===== src/rtl/mul_div_pkg.sv =====
// Shared encodings and constants for the MIPS multiply/divide unit.
package mul_div_pkg;

  localparam int          DIV_ITERS_DEFAULT = 32;
  localparam logic [31:0] DIV0_QUOT         = 32'hFFFF_FFFF;

  typedef enum logic [1:0] {
    OP_MULT  = 2'b00,
    OP_MULTU = 2'b01,
    OP_DIV   = 2'b10,
    OP_DIVU  = 2'b11
  } op_t;

  typedef enum logic [1:0] {
    IDLE    = 2'b00,
    DIV_RUN = 2'b01,
    DONE    = 2'b10
  } state_t;

  // Magnitude of a 32-bit operand; only negates when the op is signed.
  function automatic logic [31:0] mag32(input logic [31:0] v, input logic sgn);
    return (sgn && v[31]) ? -v : v;
  endfunction

endpackage


===== src/rtl/mul_div_unit_if.sv =====
// EX-stage request / HI-LO write-back bundle for mul_div_unit.
interface mul_div_unit_if;
  import mul_div_pkg::*;

  logic        op_valid;
  logic [1:0]  op_type;
  logic [31:0] src_a;
  logic [31:0] src_b;
  logic        flush;
  logic        busy;
  logic        done;
  logic [31:0] hi_result;
  logic [31:0] lo_result;
  logic [1:0]  hilo_write;

  modport master (
    output op_valid, op_type, src_a, src_b, flush,
    input  busy, done, hi_result, lo_result, hilo_write
  );

  modport slave (
    input  op_valid, op_type, src_a, src_b, flush,
    output busy, done, hi_result, lo_result, hilo_write
  );

endinterface


===== src/rtl/mul_div_unit_div_step.sv =====
// One radix-2 restoring division iteration on unsigned magnitudes.
module div_step
  import mul_div_pkg::*;
(
  input  logic [31:0] rem,
  input  logic [31:0] dvd,
  input  logic [31:0] dvs,
  output logic [31:0] rem_n,
  output logic        q
);

  // Shifted remainder can reach 33 bits when the divisor exceeds 2^31.
  logic [32:0] shl;
  logic [33:0] diff;

  assign shl   = {rem, dvd[31]};
  assign diff  = {1'b0, shl} - {2'b00, dvs};
  assign q     = ~diff[33];
  assign rem_n = q ? diff[31:0] : shl[31:0];

endmodule


===== src/rtl/mul_div_unit.sv =====
// MULT/MULTU/DIV/DIVU unit feeding the HI/LO registers; iterative restoring divide.
// Build option: define MUL_DIV_EARLY_TERM_EN to finish |a| < |b| divides in one cycle.
module mul_div_unit
  import mul_div_pkg::*;
#(
  parameter int DIV_ITERS = DIV_ITERS_DEFAULT
) (
  input  logic           clk,
  input  logic           rst,
  mul_div_unit_if.slave  bus
);

  localparam int            CW   = $clog2(DIV_ITERS);
  localparam logic [CW-1:0] LAST = CW'(DIV_ITERS - 1);

  state_t        state, state_n;
  logic [CW-1:0] cnt;
  logic [31:0]   rem, dvd, dvs, hi_q, lo_q;
  logic          neg_q, neg_r;

  logic          is_div, sgn, b_zero, early, accept, div_start, last;
  logic [31:0]   mag_a, mag_b, rem_n, q_raw, q_fin, r_fin;
  logic          qb;
  logic [63:0]   ae, be, prod;
  logic          busy_c, done_c;

  assign is_div = bus.op_type[1];
  assign sgn    = ~bus.op_type[0];
  assign b_zero = (bus.src_b == 32'd0);
  assign mag_a  = mag32(bus.src_a, sgn & is_div);
  assign mag_b  = mag32(bus.src_b, sgn & is_div);

`ifdef MUL_DIV_EARLY_TERM_EN
  assign early = (mag_a < mag_b);
`else
  assign early = 1'b0;
`endif

  // DONE accepts like IDLE so results can issue back-to-back.
  assign accept    = (state != DIV_RUN) && bus.op_valid && !bus.flush;
  assign div_start = is_div && !b_zero && !early;
  assign last      = (state == DIV_RUN) && (cnt == LAST);

  // Sign-extend for MULT, zero-extend for MULTU; low 64 bits are the product.
  assign ae   = {{32{sgn & bus.src_a[31]}}, bus.src_a};
  assign be   = {{32{sgn & bus.src_b[31]}}, bus.src_b};
  assign prod = ae * be;

  div_step u_step (
    .rem   (rem),
    .dvd   (dvd),
    .dvs   (dvs),
    .rem_n (rem_n),
    .q     (qb)
  );

  // Quotient bits shift into the dividend register as dividend bits shift out.
  assign q_raw = {dvd[30:0], qb};
  assign q_fin = neg_q ? -q_raw : q_raw;
  assign r_fin = neg_r ? -rem_n : rem_n;

  always_ff @(posedge clk or posedge rst) begin
    if (rst) state <= IDLE;
    else     state <= state_n;
  end

  always_comb begin
    state_n = state;
    if (bus.flush) begin
      state_n = IDLE;
    end else begin
      case (state)
        IDLE, DONE: begin
          if (!bus.op_valid)  state_n = IDLE;
          else if (is_div && div_start) state_n = DIV_RUN;
          else                state_n = DONE;
        end
        DIV_RUN: if (last) state_n = DONE;
        default: state_n = IDLE;
      endcase
    end
  end

  always_comb begin
    busy_c = (state == DIV_RUN);
    done_c = (state == DONE) && !bus.flush;
  end

  assign bus.busy       = busy_c;
  assign bus.done       = done_c;
  assign bus.hilo_write = {done_c, done_c};
  assign bus.hi_result  = hi_q;
  assign bus.lo_result  = lo_q;

  always_ff @(posedge clk or posedge rst) begin
    if (rst) begin
      cnt   <= '0;
      rem   <= '0;
      dvd   <= '0;
      dvs   <= '0;
      neg_q <= 1'b0;
      neg_r <= 1'b0;
      hi_q  <= '0;
      lo_q  <= '0;
    end else if (bus.flush) begin
      cnt <= '0;
      rem <= '0;
      dvd <= '0;
    end else if (accept) begin
      cnt <= '0;
      if (!is_div) begin
        hi_q <= prod[63:32];
        lo_q <= prod[31:0];
      end else if (b_zero) begin
        hi_q <= bus.src_a;
        lo_q <= DIV0_QUOT;
      end else if (early) begin
        hi_q <= bus.src_a;
        lo_q <= '0;
      end else begin
        rem   <= '0;
        dvd   <= mag_a;
        dvs   <= mag_b;
        neg_q <= sgn & (bus.src_a[31] ^ bus.src_b[31]);
        neg_r <= sgn & bus.src_a[31];
      end
    end else if (state == DIV_RUN) begin
      rem <= rem_n;
      dvd <= q_raw;
      cnt <= cnt + 1'b1;
      if (last) begin
        hi_q <= r_fin;
        lo_q <= q_fin;
      end
    end
  end

endmodule


===== src/flat_wrapper.sv =====
// flat-port wrapper written by rule: the top's interface ports become plain ports
module mul_div_unit_flat import mul_div_pkg::*;
#(
  parameter int DIV_ITERS = DIV_ITERS_DEFAULT
)
  (clk, rst, bus_op_valid, bus_op_type, bus_src_a, bus_src_b, bus_flush, bus_busy, bus_done, bus_hi_result, bus_lo_result, bus_hilo_write);
  mul_div_unit_if bus_i ();
  input  logic clk;
  input  logic rst;
  input wire logic [$bits(bus_i.op_valid)-1:0] bus_op_valid;
  input wire logic [$bits(bus_i.op_type)-1:0] bus_op_type;
  input wire logic [$bits(bus_i.src_a)-1:0] bus_src_a;
  input wire logic [$bits(bus_i.src_b)-1:0] bus_src_b;
  input wire logic [$bits(bus_i.flush)-1:0] bus_flush;
  output wire logic [$bits(bus_i.busy)-1:0] bus_busy;
  output wire logic [$bits(bus_i.done)-1:0] bus_done;
  output wire logic [$bits(bus_i.hi_result)-1:0] bus_hi_result;
  output wire logic [$bits(bus_i.lo_result)-1:0] bus_lo_result;
  output wire logic [$bits(bus_i.hilo_write)-1:0] bus_hilo_write;
  assign bus_i.op_valid = bus_op_valid;
  assign bus_i.op_type = bus_op_type;
  assign bus_i.src_a = bus_src_a;
  assign bus_i.src_b = bus_src_b;
  assign bus_i.flush = bus_flush;
  assign bus_busy = bus_i.busy;
  assign bus_done = bus_i.done;
  assign bus_hi_result = bus_i.hi_result;
  assign bus_lo_result = bus_i.lo_result;
  assign bus_hilo_write = bus_i.hilo_write;
  mul_div_unit #(.DIV_ITERS(DIV_ITERS)) u_core (.clk(clk), .rst(rst), .bus(bus_i));
endmodule

===== config.mk =====
export PLATFORM = sky130hd
export DESIGN_NAME = mul_div_unit_flat
export DESIGN_NICKNAME = d
export VERILOG_FILES = /design/src/rtl/mul_div_pkg.sv /design/src/rtl/mul_div_unit_if.sv /design/src/rtl/mul_div_unit_div_step.sv /design/src/rtl/mul_div_unit.sv /design/src/flat_wrapper.sv
export SDC_FILE = /design/constraint.sdc
export NUM_CORES = 2
export LEC_CHECK = 0
export ABC_AREA = 1
export CAP_MARGIN = 20
export CORE_UTILIZATION = 50
export CTS_BUF_LIST = sky130_fd_sc_hd__clkbuf_8
export CTS_CLUSTER_DIAMETER = 150
export DETAILED_ROUTE_END_ITERATION = 10
export PLACE_DENSITY_LB_ADDON = 0.25
export REMOVE_ABC_BUFFERS = 1
export SYNTH_ARGS = -nofsm -noshare
export SYNTH_HDL_FRONTEND = slang
export SYNTH_SLANG_ARGS = --single-unit

===== constraint.sdc =====
create_clock -name clk -period 5.3 [get_ports clk]
set_clock_uncertainty 0.2 [all_clocks]
set_input_delay 0.53 -clock clk [delete_from_list [all_inputs] [get_ports clk]]
set_output_delay 0.53 -clock clk [all_outputs]
set_load 0.01 [all_outputs]

==> impl_metrics.json <==
{
  "run_status": "finished, violations left",
  "violations": "negative setup slack",
  "antenna_found_initial": 6,
  "dieArea_mm2": 0.107,
  "regToRegSetupSlack_ns": 0.63,
  "rsz0062_at_grt": "true",
  "nets": 8951,
  "area_delta_synth_final_pct": 25.1,
  "gr-usage-met2_pct": 55.9,
  "diodes": 0,
  "initial_core_util_pct": 50.7,
  "yosysSeqAreaShare_pct": 8.03,
  "path_clk_slew_ns": 0.10,
  "detail-route-antenna-nets": 0,
  "first_global_vias": 49354,
  "grt_pass1_wl_um": 276000,
  "rr_worst_depth": 26,
  "ctsRootBufferMaster": "clkbuf_8",
  "grt_max_degree": 89,
  "drt-total-wl_um": 184000,
  "dp_hpwl_um": 147000,
  "gr-usage-met3_pct": 4.88,
  "cp-start-kind": "input pin",
  "yosys-top-cells-count": "1,849 x inv_1, 1,748 x nand2_1, 1,126 x fa_1, 320 x nor2_1, 251 x ha_1",
  "hold_depth": 2,
  "multi_input_area_mm2": 0.0432,
  "drive_above_1_share_pct": 20.9,
  "grt_overflow": 0,
  "max_cap_violations": 0,
  "io_buffers": 137,
  "synth_compound_area_share_pct": 6.44,
  "vias": 47438,
  "final.setup.worst_slack_ns": -1.91,
  "busiest_layer": "met2",
  "period_share_pct": 136,
  "worst_r2r_endpoint": "u_core.bus.lo_result[28]",
  "die_h_um": 326,
  "synth_cell_type_count": 55,
  "use_met1_pct": 45.4,
  "synthCells": 6915,
  "n_fill_cell": 8899,
  "yosys.area_share.simple_pct": 19.0,
  "synth_edf_count": 0,
  "hold_violations": 0,
  "r2r-start": "u_core.dvs[19]",
  "yosysWarnings": 0,
  "cts_buffers": 17,
  "stdcell_area_mm2": 0.0659,
  "crit_path_end_kind": "register",
  "synthMuxAreaShare_pct": 0,
  "first_iter_violations": 3994,
  "core_mm2": 0.104,
  "hold_class": "reg -> reg",
  "synth_ff_type": "dfrtp_1",
  "yosys.area.top_type": "fa_1",
  "cts-root-to-sink-buffers": 2,
  "wl_per_cell_um": 20.7,
  "clk_latency_ns": 0.53,
  "max_clock_freq_ghz": 0.139,
  "routed_via_density": 5.33,
  "yosysMostFrequentCell": "inv_1",
  "finalMaxSlewViolations": 0,
  "rows": 118,
  "path_max_fanout": 8,
  "globalplace.congestion": 0.994,
  "setup_viol": 54,
  "synthTopCellsByArea": "fa_1 43%, inv_1 13%, nand2_1 12%",
  "synth_fa_ha_area_share_pct": 48.8,
  "synth_xor_area_share_pct": 1.86,
  "dpl_cell_area_mm2": 0.0595,
  "syn_area_per_cell_um2": 7.61,
  "synth.cell_area_mm2": 0.0526,
  "io_pins": 138,
  "seqCellArea_mm2": 0.00423,
  "min-delay-start": "u_core.bus.lo_result[18]",
  "critPathKind": "in -> reg",
  "worst_ep_required_time_ns": 5.55,
  "async_flop_share_pct": 100,
  "synth_top_area_share_pct": 42.8,
  "cp_slowest_cell": "fa_1",
  "drt-pass1-iter-count": 6,
  "min_to": "u_core.bus.lo_result[18]",
  "chipWidth_um": 326,
  "cp.arrival_ns": 7.45,
  "slew-limit-headroom_pct": 32.9,
  "synth_top_family_by_area": "adder cells",
  "h-tree-depth": 4,
  "grt_use_total_pct": 33.7,
  "cts.sinks": 169,
  "fin_crit_ns": 7.21,
  "tritoncts": "yes",
  "worst_slew_pin_slew_ns": 1.01,
  "synth-seq-cells": 169,
  "drc": 0,
  "slowest_delay_ns": 0.57,
  "crit_top_cell": "fa_1"
}
## per-layer routing
metal  share of wire [%]  vias to the layer above  routed length (um)
li1                    -                    21214                   -
met1                  40                    23902               73300
met2                  47                     1965               86900
met3                 9.2                      351               17000
met4                 3.7                        6                6870
met5               0.071                        -                 131
## cell type report
type	count	area share [%]
sequential	169	6.42
clock inverter	14	0.224
inverter	1862	10.6
multi-input combinational	4538	65.6
timing repair buffer	916	14.1
tap	1380	2.62
clock buffer	17	0.355
## sequential cells by signal (all words and copies together) (netlist names)
name,flops
u_core.neg_q,1
u_core.cnt,5
u_core.dvd,32
u_core.bus.lo_result,32
u_core.state,2
u_core.neg_r,1
u_core.bus.hi_result,32
u_core.rem,32
u_core.dvs,32
## through the flow
stage | util [%] | hold WS [ns] | setup TNS (ns) | cells | setup slack [ns]
final | 63.4 | 0.281 | -82.05 | 8896 | -1.91
after floorplan | - | 0.253 | -113.32 | 6569 | -2.19
after detailed placement | 57.3 | 0.266 | -154.93 | 8725 | -3.46
after CTS | 60.2 | 0.293 | -81.61 | 8809 | -1.80
after global routing | 63.4 | 0.301 | -92.68 | 8896 | -2.15
after global placement | 57.2 | 0.263 | -150.62 | 8724 | -3.38
## worst max path at each step
stage,from,end,depth (start not counted)
floorplan,bus_src_a[31],u_core.bus.hi_result[27],28
global placement,bus_src_b[0],u_core.bus.hi_result[2],31
detailed placement,bus_src_b[0],u_core.bus.hi_result[2],31
CTS,bus_src_a[31],u_core.bus.hi_result[25],33
global route,bus_src_a[31],u_core.bus.hi_result[31],35
finish,bus_src_a[31],u_core.bus.hi_result[27],32
## cell families (layout without fill, tap and decap cells)
group                    Yosys count  in the layout
AO/OA/AOI/OAI                    606            606
adder cells (fa/ha/maj)         1377           1377
buffers and inverters           2208           2809
flip-flops                       169            169
XOR/XNOR                         112            112
AND/OR/NAND/NOR                 2443           2443
## critical path: cells and delay by family
family / cells / cell delay (ns)
adders and majority gates: 9 / 4.38
AOI/OAI and AO/OA: 3 / 0.35
buffers and inverters: 11 / 1.03
and+or+nand+nor: 9 / 1.15
## cell usage in the layout, fill, tap and decap left out, drive strengths merged, types with 8 or more instances in the layout
master         instances
nand3b                12
buf                  813
dfrtp                169
nor4                  13
clkdlybuf4s50         71
fa                  1126
nand2               1793
or2                   13
nand3                169
a21o                   8
xnor2                 35
clkbuf                43
a31oi                 34
o21bai                 9
ha                   251
a21oi                216
o21ai                242
o211ai                15
xor2                  77
nand4                 59
inv                 1865
nor3                  35
o221ai                20
o22ai                 33
nor2                 339
## repair_timing
item / in CTS / in global routing
buffers inserted: 48 / 72
resized for setup: 558 / 610
gates cloned: 7 / 21
setup endpoints to repair: 57 / 56
pin swaps: 189 / 232
hold buffers: 0 / 0
Power is left out: the tool's default activity adds up to more than one toggle a clock period on the data nets, which glitch-free logic cannot reach.
